### src/rtl/alu_seq_ctrl.sv
// Multi-cycle FETCH-DECODE-EXEC-WB sequencer driving a 16-bit ALU, regfile and imem port.
// Optional retire counter output enabled by defining SEQ_RETIRE_CNT_EN.
module alu_seq_ctrl #(
  parameter logic [15:0] RESET_PC = 16'h0000,
  parameter logic [3:0]  LINK_REG = 4'd15
) (
  input  logic        clk,
  input  logic        rst_n,
  input  logic        run,
  output logic        imem_req,
  output logic [15:0] imem_addr,
  input  logic        imem_ack,
  input  logic [15:0] imem_data,
  output logic [3:0]  rf_ra,
  output logic [3:0]  rf_rb,
  input  logic [15:0] rf_rdata_a,
  input  logic [15:0] rf_rdata_b,
  output logic        rf_we,
  output logic [3:0]  rf_wa,
  output logic [15:0] rf_wdata,
  output logic [3:0]  alu_op,
  output logic [15:0] alu_a,
  output logic [15:0] alu_b,
  input  logic [15:0] alu_result,
  input  logic        alu_branch,
  output logic [15:0] pc,
`ifdef SEQ_RETIRE_CNT_EN
  output logic [15:0] retire_cnt,
`endif
  output logic        halted
);

  typedef enum logic [2:0] {S_IDLE, S_FETCH, S_DECODE, S_EXEC, S_WB, S_HALT} state_t;

  state_t      state_q, state_d;
  logic [15:0] pc_q, pc_d;
  logic [15:0] ins_q, ins_d;
  logic [3:0]  alu_op_q, alu_op_d;
  logic [15:0] alu_a_q, alu_a_d;
  logic [15:0] alu_b_q, alu_b_d;
  logic [15:0] res_q, res_d;
  logic        br_q, br_d;

  logic [3:0]  op;
  logic        is_rtype, is_ldi, is_bl, is_cb, is_branch;
  logic [15:0] off;

  assign op        = ins_q[15:12];
  assign is_rtype  = (op <= 4'h7) && (op != 4'h3);
  assign is_ldi    = (op == 4'hF);
  assign is_bl     = (op == 4'h9);
  assign is_cb     = (op == 4'hA) || (op == 4'hB);
  assign is_branch = (op[3:2] == 2'b10);
  assign off       = is_cb ? {{8{ins_q[7]}}, ins_q[7:0]} : {{4{ins_q[11]}}, ins_q[11:0]};

  always_ff @(posedge clk or negedge rst_n) begin
    if (!rst_n) begin
      state_q  <= S_IDLE;
      pc_q     <= RESET_PC;
      ins_q    <= '0;
      alu_op_q <= '0;
      alu_a_q  <= '0;
      alu_b_q  <= '0;
      res_q    <= '0;
      br_q     <= 1'b0;
    end else begin
      state_q  <= state_d;
      pc_q     <= pc_d;
      ins_q    <= ins_d;
      alu_op_q <= alu_op_d;
      alu_a_q  <= alu_a_d;
      alu_b_q  <= alu_b_d;
      res_q    <= res_d;
      br_q     <= br_d;
    end
  end

  always_comb begin
    state_d  = state_q;
    pc_d     = pc_q;
    ins_d    = ins_q;
    alu_op_d = alu_op_q;
    alu_a_d  = alu_a_q;
    alu_b_d  = alu_b_q;
    res_d    = res_q;
    br_d     = br_q;
    imem_req = 1'b0;
    rf_ra    = '0;
    rf_rb    = '0;
    rf_we    = 1'b0;
    rf_wa    = '0;
    rf_wdata = '0;
    unique case (state_q)
      S_IDLE:  if (run) state_d = S_FETCH;
      S_FETCH: begin
        imem_req = 1'b1;
        if (imem_ack) begin
          ins_d   = imem_data;
          state_d = S_DECODE;
        end
      end
      S_DECODE: begin
        rf_ra = ins_q[7:4];
        rf_rb = is_cb ? ins_q[11:8] : ins_q[3:0];
        if (op == 4'hE) begin
          state_d = S_HALT;
        end else begin
          alu_op_d = op;
          alu_a_d  = (is_rtype || is_ldi) ? rf_rdata_a : 16'h0000;
          alu_b_d  = is_ldi ? {8'h00, ins_q[7:0]} : rf_rdata_b;
          state_d  = S_EXEC;
        end
      end
      S_EXEC: begin
        res_d   = alu_result;
        br_d    = alu_branch;
        state_d = S_WB;
      end
      S_WB: begin
        if (is_rtype || is_ldi) begin
          rf_we    = 1'b1;
          rf_wa    = ins_q[11:8];
          rf_wdata = res_q;
        end else if (is_bl) begin
          rf_we    = 1'b1;
          rf_wa    = LINK_REG;
          rf_wdata = pc_q + 16'd1;
        end
        // branch flag only means something for ops 8..B
        pc_d    = (is_branch && br_q) ? pc_q + off : pc_q + 16'd1;
        state_d = S_FETCH;
      end
      S_HALT:  state_d = S_HALT;
      default: state_d = S_IDLE;
    endcase
  end

  assign imem_addr = pc_q;
  assign pc        = pc_q;
  assign alu_op    = alu_op_q;
  assign alu_a     = alu_a_q;
  assign alu_b     = alu_b_q;
  assign halted    = (state_q == S_HALT);

`ifdef SEQ_RETIRE_CNT_EN
  logic [15:0] cnt_q;
  always_ff @(posedge clk or negedge rst_n) begin
    if (!rst_n)                cnt_q <= '0;
    else if (state_q == S_WB)  cnt_q <= cnt_q + 16'd1;
  end
  assign retire_cnt = cnt_q;
`endif

endmodule
### config.mk
export PLATFORM = sky130hd
export DESIGN_NAME = alu_seq_ctrl
export DESIGN_NICKNAME = d
export VERILOG_FILES = /design/src/rtl/alu_seq_ctrl.sv
export SDC_FILE = /design/constraint.sdc
export NUM_CORES = 1
export LEC_CHECK = 0
export ABC_AREA = 1
export BUFFER_PORTS_ARGS = -buffer_cell sky130_fd_sc_hd__buf_4
export CAP_MARGIN = 10
export CORE_ASPECT_RATIO = 1.5
export CORE_MARGIN = 2
export CORE_UTILIZATION = 35
export CTS_BUF_LIST = sky130_fd_sc_hd__clkbuf_4
export DETAILED_ROUTE_END_ITERATION = 8
export GPL_TIMING_DRIVEN = 0
export SLEW_MARGIN = 10
export SYNTH_ARGS = -nofsm -noshare
export SYNTH_HDL_FRONTEND = slang
export SYNTH_SLANG_ARGS = --single-unit
### constraint.sdc
create_clock -name clk -period 2.4 [get_ports clk]
set_input_delay 0.36 -clock clk [delete_from_list [all_inputs] [get_ports clk]]
set_output_delay 0.36 -clock clk [all_outputs]
set_load 0.05 [all_outputs]
==> impl_metrics.json, run 1 <==
{
  "crit_buf_inv": 1,
  "nets": 1047,
  "track_usage": 0.2130,
  "clk_latency_ns": 0.44,
  "fp-row-count": 56,
  "regArea_mm2": 0.002222,
  "synth_edf_count": 0,
  "fillers": 1560,
  "timing.final.crit_share": 0.9853,
  "post-dp-hpwl_um": 13450,
  "ios": 168,
  "maxSlewHeadroom": 0.4346,
  "numPortBuffers": 167,
  "finalNonFillerCells": 1169,
  "whs_ns": -0.04825,
  "worstHoldPathType": "input pin to asynchronous set/reset pin",
  "synth_nets": 837,
  "crit_end": "rf_wdata[6]",
  "clk_path_buf_depth": 2,
  "cts_buffers": 9,
  "cts_tree": "done",
  "outcome": "finished with violations",
  "hold_viol": 25,
  "ff2ff_path_depth": 13,
  "setup.worst_path.start": "imem_addr[0]",
  "grt_pass1_wl_um": 27610,
  "core_mm2": 0.01548,
  "path_max_fanout": 3,
  "synth_ff_type": "dfrtp_1",
  "cp.depth": 8,
  "dieArea_mm2": 0.01666,
  "grt_max_degree": 89,
  "drt_iter0_drc": 221,
  "syn_avg_cell_area_um2": 7.292,
  "post-route-min-period_ns": 2.365,
  "wl_per_cell_um": 15.17,
  "avgViaCountPerCell": 4.817,
  "synthArstFlopShare": 1.000,
  "synth_cell_type_count": 33,
  "die_y_um": 157.1,
  "worstReg2RegEnd": "imem_addr[15]",
  "setup.worst_path.end_class": "primary output",
  "clk_pin_slew_ns": 0.16,
  "antenna_found_initial": 1,
  "wirelength_um": 17740,
  "yosysWarnings": 0,
  "crit_path_max_incr_delay_ns": 0.44,
  "initial_core_util": 0.3532,
  "required_ns": 2.04,
  "cts.htree.levels": 3,
  "grt_pass1_vias": 5587,
  "cap_violations": 0,
  "cp_common_cell": "nand2_4",
  "final_max_slew_viol_count": 0,
  "r2r_slack_ns": 0.16,
  "worstPathArrival_ns": 2.00,
  "first_pass_iters": 4,
  "grt-ovfl-total": 0,
  "worstReg2RegStart": "ins_q[14]",
  "drc": 0,
  "syn_area_mm2": 0.005469,
  "num_vias": 5631,
  "synth_seq_area_share": 0.4027,
  "cp_cell_sequence": "ha_4 > nand2_4 > nor2_4 > nand2_4 > xor2_2 > or2_4 > a21oi_4 > buf_6",
  "multi_input_area_mm2": 0.003008,
  "setup_viol": 0,
  "slowest_stage": "dfrtp_2",
  "fin_setup_tns_ns": 0,
  "tightest_slew_ns": 0.8481,
  "ant_nets": 0,
  "grt_setup_unrepaired": "yes",
  "dp_cells": 1120,
  "critical_path_class": "flop to primary output",
  "cts_root_buf": "clkbuf_4",
  "violations": "hold timing",
  "skew_ns": 0.01955,
  "startpoint_type": "flop",
  "synth_cells": 750,
  "syn2layout_area_growth_pct": 42.60,
  "cts_sinks": 88,
  "drive_gt1_frac": 0.3855,
  "place.gp.congestion": 0.9247,
  "fmax_mhz": 422.9,
  "synth_seq_cells": 88,
  "cpLargestDelayFamily": "simple AND/OR/NAND/NOR gates",
  "die_w_um": 106.1
}
==> layout by cell type (no fill, tap or decap), types with 9 or more instances in the layout <==
cell / n
clkbuf_4: 9
nand2_1: 200
buf_2: 12
nand2_2: 12
o21ai_0: 23
nand3_1: 68
nor2_1: 61
ha_1: 10
dfrtp_1: 72
inv_2: 10
buf_4: 203
mux2_2: 20
a21oi_1: 44
dfrtp_2: 16
inv_1: 81
buf_6: 20
a21oi_2: 17
==> synthesized netlist by cell type (2+ instances only) <==
| cell type | number | area, um2 |
|---|---|---|
| dfrtp_1 | 88 | 2202 |
| o21ai_0 | 27 | 135.1 |
| nor2_1 | 70 | 262.8 |
| inv_1 | 90 | 337.8 |
| xor2_1 | 6 | 52.55 |
| a21oi_1 | 63 | 315.3 |
| a31oi_1 | 2 | 12.51 |
| nand2_1 | 212 | 795.8 |
| nand3_1 | 74 | 370.4 |
| mux2_2 | 20 | 225.2 |
| nand3b_1 | 4 | 30.03 |
| buf_2 | 15 | 75.07 |
| buf_4 | 17 | 127.6 |
| buf_6 | 2 | 22.52 |
| o22ai_1 | 2 | 12.51 |
| xnor2_1 | 2 | 17.52 |
| o21bai_1 | 2 | 15.01 |
| nand4_1 | 6 | 37.54 |
| nand2_2 | 2 | 12.51 |
| ha_1 | 17 | 212.7 |
| inv_2 | 3 | 11.26 |
| or2_2 | 6 | 37.54 |
| and2_1 | 2 | 12.51 |
| clkbuf_1 | 6 | 22.52 |
| nor3_1 | 4 | 20.02 |
==> state kept, by name, summed over array words and instances (netlist names) <==
| signal | flops |
|---|---|
| alu_b | 16 |
| alu_a | 16 |
| res_q | 16 |
| br_q | 1 |
| ins_q | 16 |
| state_q | 3 |
| alu_op | 4 |
| imem_addr | 16 |
==> worst register-to-register path: cells and delay by family (launching register included) <==
| family | cells | cell delay, ns |
|---|---|---|
| fa+ha+maj | 1 | 0.38 |
| buf+inv | 3 | 0.27 |
| compound gates | 2 | 0.30 |
| flops | 1 | 0.47 |
| simple gates | 7 | 0.75 |
==> stage by stage <==
| step | cell area (um2) | setup WS, ns | util |
|---|---|---|---|
| after global routing | 7799 | -0.04502 | 0.5036 |
| after floorplan | 5542 | -0.1865 | - |
| after detailed placement | 7049 | 0.004354 | 0.4552 |
| after CTS | 7480 | -0.002939 | 0.4830 |
| final | 7799 | 0.03524 | 0.5036 |
| after global placement | 7049 | 0.02327 | 0.4552 |
==> worst min-delay path by stage <==
stage | from | end | slack (ns) | depth (start not counted)
3_5_place_dp | alu_b[15] | alu_b[15] | 0.47 | 2
3_3_place_gp | alu_a[0] | alu_a[0] | 0.46 | 2
5_1_grt | rst_n | res_q[10] | 0.02 | 1
2_1_floorplan | rst_n | alu_a[0] | 0.06 | 0
6_report | rst_n | ins_q[6] | -0.05 | 1
4_1_cts | rf_rdata_a[2] | alu_a[2] | 0.09 | 3
==> metal layers <==
layer	vias to the layer above	share of wire	GRT usage
met3	31	0.055	0.04969
met1	2643	0.37	0.2370
met5	-	0	0
met2	154	0.54	0.3935
li1	2803	-	-
met4	0	0.029	0.07707
==> cell families (layout without fill, tap and decap cells) <==
group / count (synthesis) / after routing / synth area share
adder cells (fa/ha/maj): 18 / 18 / 0.04255
other: 0 / 1 / 0
AO/OA/AOI/OAI: 99 / 99 / 0.09426
AND/OR/NAND/NOR: 384 / 384 / 0.2974
XOR/XNOR: 8 / 8 / 0.01281
multiplexers: 20 / 20 / 0.04118
buffers and inverters: 133 / 348 / 0.1091
flip-flops: 88 / 88 / 0.4027
==> layout make-up <==
| type | instances | area share |
|---|---|---|
| diodes | 1 | 0.0003209 |
| plain buffers | 40 | 0.03658 |
| clock buffers | 9 | 0.008664 |
| clock inverters | 7 | 0.007059 |
| inverters | 93 | 0.04540 |
| multi-input cells | 529 | 0.3857 |
| flip-flops and latches | 88 | 0.2849 |
| well taps | 203 | 0.03257 |
| repair buffers | 199 | 0.1988 |
==> repair_timing <==
action | CTS | global route
hold buffers | 0 | 0
endpoints found under the setup margin | 21 | 26
buffers inserted | 24 | 8
gates resized for setup | 48 | 69
pin swaps | 5 | 16
Power of run 1 is not shown: default switching activity piles up to over one toggle a cycle in this logic, so the estimate is an artifact.
==> inputs of run 2 (changes only) <==
--- a/config.mk
+++ b/config.mk
@@ -13,7 +13,8 @@
 export CORE_UTILIZATION = 35
 export CTS_BUF_LIST = sky130_fd_sc_hd__clkbuf_4
 export DETAILED_ROUTE_END_ITERATION = 8
-export GPL_TIMING_DRIVEN = 0
+export GPL_TIMING_DRIVEN = 1
+export RECOVER_POWER = 50
 export SLEW_MARGIN = 10
 export SYNTH_ARGS = -nofsm -noshare
 export SYNTH_HDL_FRONTEND = slang
==> constraint.sdc (replaced) <==
create_clock -name clk -period 2.85 [get_ports clk]
set_input_delay 0.4275 -clock clk [delete_from_list [all_inputs] [get_ports clk]]
set_output_delay 0.4275 -clock clk [all_outputs]
set_load 0.05 [all_outputs]
==> run 2 against run 1 <==
Effect of this change: the run now ends clean; design area shrank 11%; core utilization shrank 5.8 points; non-clock buffer count shrank 57; worst setup slack gained 0.12 ns.
==> impl_metrics.json, run 2 (same netlist as run 1, synthesis figures left out) <==
{
  "outcome": "finished clean",
  "startpoint_type": "flop",
  "nets": 991,
  "first_pass_iters": 4,
  "avgViaCountPerCell": 4.821,
  "skew_ns": 0.01935,
  "grt-ovfl-total": 0,
  "path_max_fanout": 4,
  "core_mm2": 0.01548,
  "grt_max_degree": 54,
  "dieArea_mm2": 0.01666,
  "cap_violations": 0,
  "timing.final.crit_share": 0.9446,
  "syn2layout_area_growth_pct": 26.22,
  "final_cell_mix": "213 x nand2_1, 140 x buf_4, 88 x inv_1",
  "num_vias": 5366,
  "utilization": 0.4458,
  "cts_tree": "done",
  "fp-row-count": 56,
  "worstPathArrival_ns": 2.26,
  "clk_latency_ns": 0.45,
  "wl_per_cell_um": 15.36,
  "cts_buffers": 9,
  "track_usage": 0.2064,
  "cts_sinks": 88,
  "clk_path_buf_depth": 2,
  "place.gp.congestion": 0.9077,
  "antenna_found_initial": 1,
  "min_from": "imem_ack",
  "final_common_cell": "nand2_1",
  "cts_root_buf": "clkbuf_4",
  "critical_path_class": "flop to primary output",
  "hold_viol": 0,
  "required_ns": 2.42,
  "worstHoldPathType": "input pin to flop",
  "grt_setup_unrepaired": "no",
  "post-route-min-period_ns": 2.692,
  "fmax_mhz": 371.5,
  "ant_nets": 0,
  "drive_gt1_frac": 0.2332,
  "worstReg2RegStart": "ins_q[14]",
  "post-dp-hpwl_um": 13280,
  "fin_setup_tns_ns": 0,
  "tightest_slew_ns": 1.313,
  "die_w_um": 106.1,
  "numPortBuffers": 167,
  "setup.worst_path.start": "imem_addr[0]",
  "r2r_slack_ns": 0.42,
  "ios": 168,
  "setup.worst_path.end_class": "primary output",
  "setup_viol": 0,
  "drt_iter0_drc": 223,
  "grt_pass1_vias": 5189,
  "maxSlewHeadroom": 0.1247,
  "grt_pass1_wl_um": 26690,
  "initial_core_util": 0.3532,
  "die_y_um": 157.1,
  "final_max_slew_viol_count": 0,
  "clk_pin_slew_ns": 0.16,
  "drc": 0,
  "cts.htree.levels": 3,
  "wirelength_um": 17090
}
[run 2: cell types whose count changed in the layout (fill, tap and decap cells not counted), sizes merged]
cell | previous run | this run
clkbuf | 12 | 47
clkinvlp | 1 | 4
clkinv | 3 | 4
buf | 236 | 143
dlygate4sd3 | 0 | 1
inv | 96 | 93
[run 2: routing by layer]
metal,global-route usage,share of wire,wire length [um]
met1,0.2321,0.39,6651
met2,0.3813,0.54,9223
met3,0.04596,0.050,854
met4,0.07206,0.021,365
met5,0,0,0
[run 2: timing repair]
item,in CTS,in global routing
hold buffers,1,0
endpoints found under the setup margin,7,15
hold endpoints to repair,35,0
setup buffers,0,4
gates cloned,0,1
gates resized for setup,5,9
[run 2: worst paths after layout]
kind | to | cells past startpoint
worst min-delay path | state_q[0] | 2
max in group asynchronous | imem_addr[4] | 3
min in group asynchronous | imem_addr[9] | 2
worst max-delay path | rf_wdata[6] | 8
worst min register to register | alu_b[9] | 2
worst max register to register | imem_addr[15] | 16
[run 2: final cells by class]
class                   instances  area (um2)
well taps                     203       254.0
clock buffers                   9       67.56
multi-input cells             529        2696
repair inverters                1       5.005
diodes                          1       2.502
clock inverters                 7       53.80
inverters                      93       356.6
fillers                      1684        8582
flip-flops and latches         88        2211
repair buffers                182        1256
[run 2: stage by stage]
| step | instances | instance area [um2] | setup slack [ns] | hold slack [ns] |
|---|---|---|---|---|
| after detailed placement | 1090 | 6833 | 0.4231 | 0.4428 |
| after CTS | 1107 | 6975 | 0.03195 | 0.1451 |
| final | 1113 | 6903 | 0.1579 | 0.1846 |
| after global placement | 1090 | 6833 | 0.4299 | 0.4385 |
| after floorplan | 750 | 5485 | 0.004141 | 0.1319 |
| after global routing | 1113 | 6903 | 0.0008802 | 0.1473 |
[run 2: critical path, cell delays in order, from the launching register on]
cell,delay [ns]
dfrtp_2,0.43
ha_2,0.22
nand2_1,0.10
nor2_2,0.17
nand2_1,0.12
xor2_1,0.17
or2_2,0.29
a21oi_2,0.13
buf_6,0.17
Power of run 2 is left out for the same reason.
